$ cat config.mk
export PLATFORM = sky130hd
export DESIGN_NAME = wb_port_scheduler
export DESIGN_NICKNAME = d
export VERILOG_FILES = /design/src/rtl/wb_port_scheduler.sv
export SDC_FILE = /design/constraint.sdc
export NUM_CORES = 1
export LEC_CHECK = 0
export ABC_AREA = 0
export CAP_MARGIN = 20
export CORE_MARGIN = 3
export CORE_UTILIZATION = 51
export CTS_BUF_LIST = sky130_fd_sc_hd__clkbuf_4 sky130_fd_sc_hd__clkbuf_8
export CTS_CLUSTER_DIAMETER = 150
export CTS_CLUSTER_SIZE = 14
export DETAILED_ROUTE_END_ITERATION = 12
export PLACE_DENSITY = 0.92
export SLEW_MARGIN = 20
export SYNTH_ARGS = -nofsm -noshare
export SYNTH_HDL_FRONTEND = slang
export SYNTH_SLANG_ARGS = --single-unit
$ cat constraint.sdc
create_clock -name clk -period 4.41 [get_ports clk]
set_clock_uncertainty 0.2 [all_clocks]
set_input_delay 0.882 -clock clk [delete_from_list [all_inputs] [get_ports clk]]
set_output_delay 0.882 -clock clk [all_outputs]
set_load 0.02 [all_outputs]
$ cat src/rtl/wb_port_scheduler.sv
// Write-back port scheduler: shares one narrow register-file write port between
// per-element vector beats and priority scalar writes, stalling upstream while backlog > 1.
module wb_port_scheduler #(
   parameter int LANES  = 4,
   parameter int LANE_W = 8,
   parameter int DIR_W  = 3,
   localparam int ELEM_W = $clog2(LANES),
   localparam int WORD_W = LANES * LANE_W
) (
   input  logic              clk,
   input  logic              rst,
   input  logic              sel_wb_in,
   input  logic              reg_wrv_in,
   input  logic              reg_wrs_in,
   input  logic [WORD_W-1:0] MEM_in,
   input  logic [WORD_W-1:0] DATA_in,
   input  logic [DIR_W-1:0]  dir_dest_in,
   input  logic [LANE_W-1:0] data_wrs_in,
   output logic              stall,
   output logic              busy,
   output logic              wr_en,
   output logic              wr_vec,
   output logic [DIR_W-1:0]  wr_dir,
   output logic [ELEM_W-1:0] wr_elem,
   output logic [LANE_W-1:0] wr_data
);

   localparam int                CNT_W     = ELEM_W + 2;
   localparam logic [ELEM_W-1:0] LAST_BEAT = ELEM_W'(LANES - 1);

   typedef enum logic [1:0] {
      ISSUE_NONE,
      ISSUE_SCALAR,
      ISSUE_VECTOR
   } issue_e;

   logic [WORD_W-1:0] word_q;
   logic [DIR_W-1:0]  vdir_q;
   logic [ELEM_W-1:0] beat_q;
   logic              vec_act_q;
   logic              sc_pend_q;
   logic [LANE_W-1:0] sdata_q;
   logic [DIR_W-1:0]  sdir_q;

   logic [CNT_W-1:0]  work;
   logic [LANE_W-1:0] lane_data;
   logic              accept;
   issue_e            issue;

   // Backlog in write-port cycles; stall depends on registered state only.
   always_comb begin
      // NOTE: every combinationally driven variable gets a default first, so no path can infer a latch.
      work = CNT_W'(sc_pend_q);
      if (vec_act_q)
         work = work + CNT_W'(LANES) - CNT_W'(beat_q);
   end

   assign stall     = (work > CNT_W'(1));
   assign busy      = (work != '0);
   assign accept    = !stall;
   assign lane_data = word_q[beat_q*LANE_W +: LANE_W];

   // Scalar writes always win the port over vector beats.
   always_comb begin
      issue = ISSUE_NONE;
      if (sc_pend_q)
         issue = ISSUE_SCALAR;
      else if (vec_act_q)
         issue = ISSUE_VECTOR;
   end

   // Issue consumes the pre-edge state; a same-edge accept then overrides what it loads.
   always_ff @(posedge clk or posedge rst) begin
      if (rst) begin
         // NOTE: the data buffers are reset too, so nothing undefined can reach the port after reset.
         word_q    <= '0;
         vdir_q    <= '0;
         beat_q    <= '0;
         vec_act_q <= 1'b0;
         sc_pend_q <= 1'b0;
         sdata_q   <= '0;
         sdir_q    <= '0;
      end else begin
         // NOTE: non-blocking assignments keep every read in this block on pre-edge values,
         // and let the later accept assignments win over the issue updates.
         case (issue)
            ISSUE_SCALAR: sc_pend_q <= 1'b0;
            ISSUE_VECTOR: begin
               beat_q <= beat_q + ELEM_W'(1);
               if (beat_q == LAST_BEAT)
                  vec_act_q <= 1'b0;
            end
            default: ;
         endcase

         if (accept && reg_wrv_in) begin
            word_q    <= sel_wb_in ? MEM_in : DATA_in;
            vdir_q    <= dir_dest_in;
            beat_q    <= '0;
            vec_act_q <= 1'b1;
         end
         if (accept && reg_wrs_in) begin
            sdata_q   <= data_wrs_in;
            sdir_q    <= dir_dest_in;
            sc_pend_q <= 1'b1;
         end
      end
   end

   // Registered write port; address/data hold their last values on idle cycles.
   always_ff @(posedge clk or posedge rst) begin
      if (rst) begin
         wr_en   <= 1'b0;
         wr_vec  <= 1'b0;
         wr_dir  <= '0;
         wr_elem <= '0;
         wr_data <= '0;
      end else begin
         wr_en <= 1'b0;
         case (issue)
            ISSUE_SCALAR: begin
               wr_en   <= 1'b1;
               wr_vec  <= 1'b0;
               wr_dir  <= sdir_q;
               wr_elem <= '0;
               wr_data <= sdata_q;
            end
            ISSUE_VECTOR: begin
               wr_en   <= 1'b1;
               wr_vec  <= 1'b1;
               wr_dir  <= vdir_q;
               wr_elem <= beat_q;
               wr_data <= lane_data;
            end
            default: ;
         endcase
      end
   end

endmodule

* Yosys cells after proc, flatten, opt, wreduce, memory -nomap -nowiden
Cells that the tools add are included. Widths: inputs -> output; s select.
Cells by class: $add $sub $neg 3, shift-type cells 1, $lt $le $gt $ge 1, eq/ne operators 3, reduce and logical (&&, ||, !) cells 10, multiplexer cells 16
Operators with widths (count):
- $mux 32 | 1
- $shiftx 32x6->8 | 1
- $pmux 8 s2 | 1
- $mux 2 | 4
- $reduce_bool 2->1 | 4
- $mux 1 | 6
- $pmux 3 s2 | 1
- $add 1x3->4 const B | 1
- $eq 2x2->1 const B | 2
- $gt 4x1->1 const B | 1
- $mux 4 | 1
- $pmux 2 s2 | 1
- $reduce_bool 4->1 | 1
- $sub 4x2->4 | 1
- $add 2x1->2 const B | 1
- $eq 2x1->1 const B | 1
- $logic_and 1x1->1 | 2
- $pmux 1 s2 | 1
- $reduce_and 2->1 | 1
- $reduce_or 2->1 | 1
- $logic_not 1->1 | 1
Word-level totals: register bits 65, logic and storage cells 46

* Depth between registers and ports, before layout
depth in word-level cells 8, gate-level depth with buffers 10, depth with buffers taken out 7

* Least setup slack after synthesis
Ideal clock, no wire load.
path type register to output, start point reg sc_pend_q, end point out stall, stages on the path, launching flop included 9, data arrival time 1676 ps, setup slack 1652 ps, path through dfrtp_1 > buf_2 > inv_1 > ha_1 > inv_1 > ha_1 > o21ai_4 > clkbuf_1 > inv_1
Between the ends: longest elaborated chain between the ends 4
Ends and longest elaborated chain:
- start, declared | RTL line 41 | logic sc_pend_q;
- start signal, assigned | RTL line 80 | sc_pend_q <= 1'b0;
- start signal, assigned | RTL line 87 | ISSUE_SCALAR: sc_pend_q <= 1'b0;
- start signal, assigned | RTL line 105 | sc_pend_q <= 1'b1;
- $add 1x3->4 | RTL line 55 | work = work + CNT_W'(LANES) - CNT_W'(beat_q);
- $sub 4x2->4 | RTL line 55
- $mux 4 * | RTL line 54 | if (vec_act_q)
- $gt 4x1->1 * | RTL line 58 | assign stall = (work > CNT_W'(1));
- end, declared | RTL line 19 | output logic stall,
Mark *: on every way between the ends. The rest lies on a longest branch, timed or not.

* Worst setup path in the final report
start point reg beat_q[0], end point out busy
Between the ends: longest elaborated chain between the ends 3
Ends and longest elaborated chain:
- start, declared | RTL line 39 | logic [ELEM_W-1:0] beat_q;
- start signal, assigned | RTL line 89 | beat_q <= beat_q + ELEM_W'(1);
- $sub 4x2->4 | RTL line 55
- $mux 4 | RTL line 54
- $reduce_bool 4->1 | RTL line 59 | assign busy = (work != '0);
- end, declared | RTL line 20 | output logic busy,
No other way between the ends.

==> impl_summary.txt <==
----------------------------------------------------
[Power]
  Pwr Density ... 703 nW/µm²
  Worst ir drop on vdd ... 448 µV
  Leakage power ... 1.85 nW
  Total Power Consumption ... 3.01 mW

[Yosys]
  Number of cells produced by synthesis ... 276
  Compound-Gate Fraction of Synth Area ... 0.129
  Synthesized cell area ... 3160 µm²
  Sequential element share of the synthesized area ... 0.515
  Proportion of synthesized area in mux cells ... 0.230
  Average instance area after synthesis ... 11.4 µm²
  Post-synthesis share of cell area spent on xor and xnor gates ... 0.00278
  Count of warnings emitted by yosys ... 0
  Largest family of logic cells by synthesized area ... multiplexers
  Synth Area in Adders ... 0.0119
  Number of register bits inferred by synthesis ... 65
  Number of distinct library cells after synthesis ... 24
  Post-Syn Nets ... 359
  Post-synthesis share of cell area spent on and, or, nand and nor gates ... 0.0567

[Clocking]
  Number of buffers between clock root and the deepest sink ... 2
  Number of H-tree levels ... 3
  Hold-fix buffer count after cts ... 0
  CTS sink count ... 65
  Number of post-CTS setup repair buffers ... 0
  PostCTS Resize Cnt ... 0
  Root cell of the clock tree ... sky130_fd_sc_hd__clkbuf_8
  CTS clk-pin slew, worst paths ... 70 ps
  TritonCTS Buffers ... 9
  TritonCTS clock tree ... built
  Insertion delay of the later-clocked pin in the worst-skew pair ... ~350 ps

[Worst setup path]
  Critical path type ... reg -> out
  Worst setup path end ... busy
  Critical path startpoint ... beat_q[0]
  Sort of element at the end of the critical path ... output port
  Reg-to-reg slack, setup ... 1380 ps
  R2R Path Start ... beat_q[0]
  Critical path data arrival time ... around 2600 ps
  Worst Reg2Reg Path Length in Cells ... 7
  Endpoint of the most critical register-to-register path ... vdir_q[1]
  Endpoint required time on the critical path ... roughly 3300 ps
  Type of origin of the critical path ... flip-flop
  Critical path fanouts, max ... 12

[Die]
  Number of primary I/O pins ... 97
  Die height ... 84.7 µm
  Starting utilization of the core area ... 0.530
  CORE AREA ... 5960 µm²
  Die extent in x ... 84.7 µm
  Die area ... 7170 µm²
  # rows ... 28

[STA]
  Slew @ Worst Pin ... just over 900 ps
  Shortest clock period the worst path allows after layout ... 3670 ps
  Final number of hold-violating endpoints ... 0
  Post-Route Hold Slack ... roughly 270 ps
  Final setup TNS ... 0 ps
  Slew Limit Headroom ... 0.384
  Setup repair after global routing missed its margin ... no
  Maximum operating frequency ... 272 MHz
  Number of endpoints failing setup at the final stage ... 0
  Final critical-path share of the clock period ... 0.833
  Final count of pins violating max slew ... 0

[Hold path]
  Min-Delay Path Class ... reg -> reg

[Layout]
  Relative area change from synthesis to final layout ... 36.0%
  Share of cells above drive strength 1 ... 0.128
  Antenna fix cells ... 0
  Final net count ... ~450

[Detailed routing]
  Avg WL per Cell ... 17.0 µm
  Wire length after detailed routing ... around 7500 µm
  Remaining number of nets flagged by the antenna check after routing ... 0
  Via-per-instance ratio ... 5.53
  DR pass1 iterations ... 4
  Count of routing violations after the opening detailed-route iteration ... 246
  Count of vias placed by the detailed router ... approximately 2500
  Residual DRC ... 0

[GRT]
  Via count of the first global-routing pass ... 2577
  Sum of overflow across all layers after global routing ... 0
  Overall fraction of global-route tracks in use ... 0.222
  Number of antenna violations at the first check in global routing ... 0
  Pin count of the biggest net entering global routing ... 47
  Wire length of the first global-routing pass ... 12400 µm

[Place]
  DP Wirelength ... 5350 µm
  Number of I/O port buffers ... 96
  RePlAce Congestion ... 0.821

[Status]
  Status ... finished, final reports clean

[Job]
  Total of max-cap violations ... 0

----------------------------------------------------
[cell usage after synthesis]
master,count,share of area
sky130_fd_sc_hd__a22oi_1,1,0.0024
sky130_fd_sc_hd__dfrtp_1,65,0.52
sky130_fd_sc_hd__buf_2,10,0.016
sky130_fd_sc_hd__a31oi_1,1,0.0020
sky130_fd_sc_hd__buf_6,5,0.018
sky130_fd_sc_hd__inv_1,7,0.0083
sky130_fd_sc_hd__nand2_2,1,0.0020
sky130_fd_sc_hd__clkbuf_1,8,0.0095
sky130_fd_sc_hd__mux2_2,12,0.043
sky130_fd_sc_hd__nor2b_1,1,0.0020
sky130_fd_sc_hd__nand2_1,20,0.024
sky130_fd_sc_hd__xnor2_1,1,0.0028
sky130_fd_sc_hd__nor2_1,8,0.0095
sky130_fd_sc_hd__nor3b_1,7,0.017
sky130_fd_sc_hd__mux2i_1,38,0.12
sky130_fd_sc_hd__mux4_2,8,0.057
sky130_fd_sc_hd__a21oi_1,71,0.11
sky130_fd_sc_hd__and2_4,1,0.0028
sky130_fd_sc_hd__o21ai_4,1,0.0052
sky130_fd_sc_hd__ha_1,3,0.012
sky130_fd_sc_hd__a21o_1,1,0.0024
sky130_fd_sc_hd__o21ai_0,3,0.0048
sky130_fd_sc_hd__mux2_4,2,0.0095
sky130_fd_sc_hd__buf_4,1,0.0024
[worst max-delay path, stage by stage (launching register included)]
cell                              delay (ps)
sky130_fd_sc_hd__dfrtp_1                 720
sky130_fd_sc_hd__ha_1                    250
sky130_fd_sc_hd__inv_1                    50
sky130_fd_sc_hd__ha_1                    330
sky130_fd_sc_hd__nor2_1                   60
sky130_fd_sc_hd__a31oi_1                 200
sky130_fd_sc_hd__clkdlybuf4s50_1         640
[state kept, by name (all words and copies together), names as in the netlist]
signal,count
wr_elem,2
vec_act_q,1
wr_vec,1
sdata_q,8
wr_en,1
sdir_q,3
wr_data,8
wr_dir,3
sc_pend_q,1
beat_q,2
word_q,32
vdir_q,3
[worst min path at each step]
stage,cells after the start,to,startpoint
final,2,wr_dir[1],sdir_q[1]
after global routing,2,wr_dir[1],sdir_q[1]
after CTS,2,wr_dir[1],sdir_q[1]
after detailed placement,2,wr_dir[1],sdir_q[1]
after global placement,2,wr_dir[0],sdir_q[0]
after floorplan,2,wr_dir[0],sdir_q[0]
[cells in the final DEF (no fill, tap or decap), types with 4 or more instances in the layout]
cell type,count
sky130_fd_sc_hd__clkdlybuf4s50_1,95
sky130_fd_sc_hd__a21oi_1,71
sky130_fd_sc_hd__dfrtp_1,65
sky130_fd_sc_hd__mux2i_1,38
sky130_fd_sc_hd__nand2_1,20
sky130_fd_sc_hd__mux2_2,12
sky130_fd_sc_hd__clkbuf_8,10
sky130_fd_sc_hd__nor2_1,8
sky130_fd_sc_hd__mux4_2,8
sky130_fd_sc_hd__nor3b_1,7
sky130_fd_sc_hd__inv_1,6
sky130_fd_sc_hd__buf_4,4
[cell families (layout without fill, tap and decap cells)]
family,Yosys count,count (layout)
adder cells (fa/ha/maj),3,3
flip-flops,65,65
XOR/XNOR,1,1
AO/OA/AOI/OAI,78,78
AND/OR/NAND/NOR,38,38
multiplexers,60,60
buffers and inverters,31,123
[power breakdown]
part	switching [mW]	total [mW]	internal [mW]
combinational	0.691	1.35	0.661
clock	0.234	0.514	0.281
sequential	0.245	1.15	0.903
total	1.17	3.01	1.84
[layout make-up]
type	count	area (µm²)
clock buffers	11	145
clock inverters	5	55.1
fillers	435	1660
inverters	7	26.3
multi-input cells	180	1360
flip-flops and latches	65	1630
well taps	75	93.8
repair buffers	100	986
[per-stage QoR]
step	instance area (µm²)	util	worst slack (ps)	std cells
2_1_floorplan	3160	-	1650	276
3_3_place_gp	4090	0.687	1190	427
3_5_place_dp	4090	0.687	1090	427
4_1_cts	4290	0.721	710	443
5_1_grt	4290	0.721	581	443
6_report	4290	0.721	737	443
[layer usage]
metal / up-vias / routed length [µm] / global-route usage
li1: 1157 / - / -
met1: 1167 / 2970 / 0.289
met2: 111 / 3880 / 0.366
met3: 17 / 531 / 0.0451
met4: 0 / 159 / 0.0878
met5: - / 0 / 0
No activity file was read; power rests on OpenSTA's default activity.
==> RTL edit 1, RTL diff (same flow settings) <==
The parameter `DIR_W` goes from 3 to 4.
--- a/src/rtl/wb_port_scheduler.sv
+++ b/src/rtl/wb_port_scheduler.sv
@@ -3,7 +3,7 @@
 module wb_port_scheduler #(
    parameter int LANES  = 4,
    parameter int LANE_W = 8,
-   parameter int DIR_W  = 3,
+   parameter int DIR_W  = 4,
    localparam int ELEM_W = $clog2(LANES),
    localparam int WORD_W = LANES * LANE_W
 ) (
Interface: changed (resized dir_dest_in and wr_dir); port bits go from 97 to 99. The function was not compared with the original's and may differ.
==> RTL edit 1 against the original RTL <==
  * First-iteration DRC count decreased by 17%
  * Setup slack better by 0.21 ns
  * Routed wire length grew 11%
  * Critical path depth grew 2
  * Sequential cell count rose by 3
  * Power rose by 2.5%
  * Final area is 3.1% higher
  * Area after synthesis rose by 3.6%
  * Via count grew 6.4%
  * Largest power group unchanged
==> RTL edit 1: results (changes against the original RTL) <==
total global-route track usage=23.4% (+1.2 points); Crit-path slowest cell=clkdlybuf4s50_1; ranking of synthesized cells by area=dfrtp_1, mux2i_1, a21oi_1; cell area after placement=4250 um2 (+3.9%); peak per-stage delay on the critical path=0.55 ns (-0.17 ns); Post-Synthesis Cells=284 (+2.9%); sequential power share=36.5% (-1.6 points); register bit total from synthesis=68 (+4.6%); first-pass GRT wire length=13.2 mm (+7.0%); Final Routed Wirelength=8.37 mm (+11%); critical path's top delay family=buffers and inverters; Rel. slew slack=40.3% (+1.9 points); Vias/cell=5.73 (+3.6%); combinational power share=48.6% (+3.7 points); syn_nets=368 (+2.5%); Peak VDD IR=705 uV (+58%); Seq/Total Area, Yosys=52.0% (+0.48 points); Seq/total area=38.4% (+0.54 points); outcome=completed; met2 routed WL=4.31 mm (+11%); RR Startpoint=sc_pend_q$_DFFE_PP0P_; gpl congestion=0.780 (-5.0%); Die W=86.1 um (+1.7%); Finished Layout Cells=455 (+2.7%); share of post-route cells with drive strength above 1=13.4% (+0.65 points); largest net degree at the start of global routing=43 (-8.5%); placed cell count=440 (+3.0%); routing usage on met3=5.57% (+1.1 points); I/O Buffers=98 (+2.1%); buffering overhead=23.2% (+0.26 points); multi-input gate count=185 (+2.8%); Place WS=1.34 ns (+0.249 ns); area fraction in compound gates after synthesis=12.6% (-0.30 points); bufs w/o clock=105 (+5.0%); M2 GR Usage=39.3% (+2.7 points); vias in the first global route=2787 (+8.1%); Net Sw Power=1200 uW (+2.7%); post-synth cell types=25 (+4.2%); Starting DRT DRC Count=204 (-17%); multi-input logic area=1400 um2 (+3.0%); adder-cell area share of the yosys netlist=1.15% (-0.042 points); Fill cells=404 (-7.1%); Synth Area in XOR/XNOR=0.268% (-0.0098 points); Clock-cell share=3.99% (-0.68 points); area grow syn2layout=35.3%; number of clock buffers in the layout=13 (+2); Commonest cells post-synth=a21oi_1, dfrtp_1, mux2i_1
-- RTL edit 1: cell count changes after synthesis, sizes merged --
| cell | change |
|---|---|
| mux2i | +1 |
| buf | +1 |
| o21ai | +1 |
| dfrtp | +3 |
| mux2 | +2 |
| clkbuf | -1 |
| nand2 | +1 |
-- RTL edit 1: worst paths after layout --
| kind | to | slack [ns] | cells past startpoint |
|---|---|---|---|
| worst max-delay path | stall | 0.94 | 8 |
| worst max register to register | vdir_q[3]$_DFFE_PP0P_ | 1.77 | 8 |
| min in group asynchronous | wr_vec$_DFFE_PP0P_ | 0.84 | 2 |
| worst min register to register | wr_dir[1]$_DFFE_PP0P_ | 0.30 | 2 |
| max in group asynchronous | word_q[5]$_DFFE_PP0P_ | 2.31 | 3 |
| worst min-delay path | wr_dir[1]$_DFFE_PP0P_ | 0.30 | 2 |
==> RTL edit 2, RTL diff (same settings) <==
Made on the original files. Make the reset (`rst`) synchronous in 2 clocked blocks.
--- a/src/rtl/wb_port_scheduler.sv
+++ b/src/rtl/wb_port_scheduler.sv
@@ -70,7 +70,7 @@
    end
 
    // Issue consumes the pre-edge state; a same-edge accept then overrides what it loads.
-   always_ff @(posedge clk or posedge rst) begin
+   always_ff @(posedge clk) begin
       if (rst) begin
          // NOTE: the data buffers are reset too, so nothing undefined can reach the port after reset.
          word_q    <= '0;
@@ -108,7 +108,7 @@
    end
 
    // Registered write port; address/data hold their last values on idle cycles.
-   always_ff @(posedge clk or posedge rst) begin
+   always_ff @(posedge clk) begin
       if (rst) begin
          wr_en   <= 1'b0;
          wr_vec  <= 1'b0;
Function: differs if rst is asserted again (counterexample within 4 cycles, from zero or initial values and one cycle with rst high); with rst held inactive, the same outputs for 10 cycles.
==> RTL edit 2 against the original RTL <==
  * Area after synthesis up 5.3%
  * Hold slack improved by 0.012 ns
  * Sequential cell count is the same
  * Via count grew 15%
  * Final area up 0.73%
  * Routed wire length up 7.3%
  * Setup slack got worse by 0.22 ns
  * Largest cell class is now multi-input combinational cells
Power is not compared: it rests on default switching activity, and its combinational part moved more than twofold at a synthesized area within 25%.
==> RTL edit 2: results (changes against the original RTL) <==
cell area after placement=4110 um2 (+0.40%); Crit Path Max Fanout=21 (+9); gpl congestion=0.828 (+0.84%); clk_lat worst skew=0.33 ns (-0.02 ns); Clock-cell share=4.98% (+0.31 points); Starting DRT DRC Count=215 (-13%); register area=1300 um2 (-20%); total global-route track usage=22.2% (about the same); outcome=completed; R2R Setup Slk=1.57 ns (+0.19 ns); Post-DP HPWL=5.70 mm (+6.5%); Vias/cell=5.81 (+4.9%); post-synth cell types=35 (+46%); number of clock buffers in the layout=14 (+3); Arrival @ worst endpoint=2.81 ns (+0.22 ns); capture point of the worst reg-to-reg path=word_q[2]$_SDFFE_PP0P_; syn_nets=410 (+14%); Commonest cells post-synth=dfxtp_1, mux2i_1, a21oi_1; share of post-route cells with drive strength above 1=14.1% (+1.3 points); Place WS=0.886 ns (-0.205 ns); buffering overhead=22.7% (-0.28 points); Seq/Total Area, Yosys=39.2% (-12 points); ANT cells=0 (unchanged); Final Cycle Share=88.2% (+5.0 points); ranking of synthesized cells by area=dfxtp_1, mux2i_1, a211oi_2; largest net degree at the start of global routing=57 (+21%); multi-input gate count=215 (+19%); Worst R2R Path Depth=8 (+1); fin nets=489 (+9.6%); area fraction in compound gates after synthesis=27.3% (+14 points); most used flip-flop cell after synthesis=dfxtp_1; first-pass GRT wire length=13.1 mm (+6.1%); total CTS buffers=9 (unchanged); Leakage=approximately 0.0016 uW; wire per inst=16.7 um (-2.2%); hold path start=vdir_q[2]$_SDFFE_PP0P_; worst hold slack=0.279 ns (+0.0121 ns); fraction of area in multi-input gates=38.8% (+7.1 points); RR Startpoint=sc_pend_q$_SDFFE_PP0P_; Non-clk invs=15 (+8); placed cell count=470 (+10%); CTS root buffer=clkbuf_8; Top Registers=word_q x32, sdata_q x8, wr_data x8; post-synthesis mux area share=16.1% (-6.9 points); adder-cell area share of the yosys netlist=1.13% (-0.060 points); Synth Area in XOR/XNOR=0.264% (-0.014 points); asr flop ratio synth=0% (-100 points); area grow syn2layout=30.1%; vias in the first global route=2776 (+7.7%); Final Routed Wirelength=8.09 mm (+7.3%); Fill cells=457 (+5.1%); Post-Synthesis Cells=327 (+18%)
## RTL edit 2: cells by family (layout without fill, tap and decap cells)
family / after synthesis / count (layout)
AO/OA/AOI/OAI: 124 / 124
flip-flops: 65 / 65
multiplexers: 53 / 53
buffers and inverters: 47 / 131
AND/OR/NAND/NOR: 34 / 34
adder cells (fa/ha/maj): 3 / 3
XOR/XNOR: 1 / 1
## RTL edit 2: routing by layer
metal	GRT usage [%]	vias to the layer above	routed length [um]
li1	-	1362	-
met1	29.9	1314	3540
met2	34.5	131	3760
met3	4.28	16	639
met4	9.77	0	159
met5	0	-	0
## RTL edit 2: critical path, stage by stage (launching register included)
cell,delay [ns]
dfxtp_1,0.39
inv_1,0.44
ha_1,0.25
inv_1,0.05
ha_1,0.33
o21ai_4,0.07
inv_2,0.28
clkdlybuf4s50_1,0.66
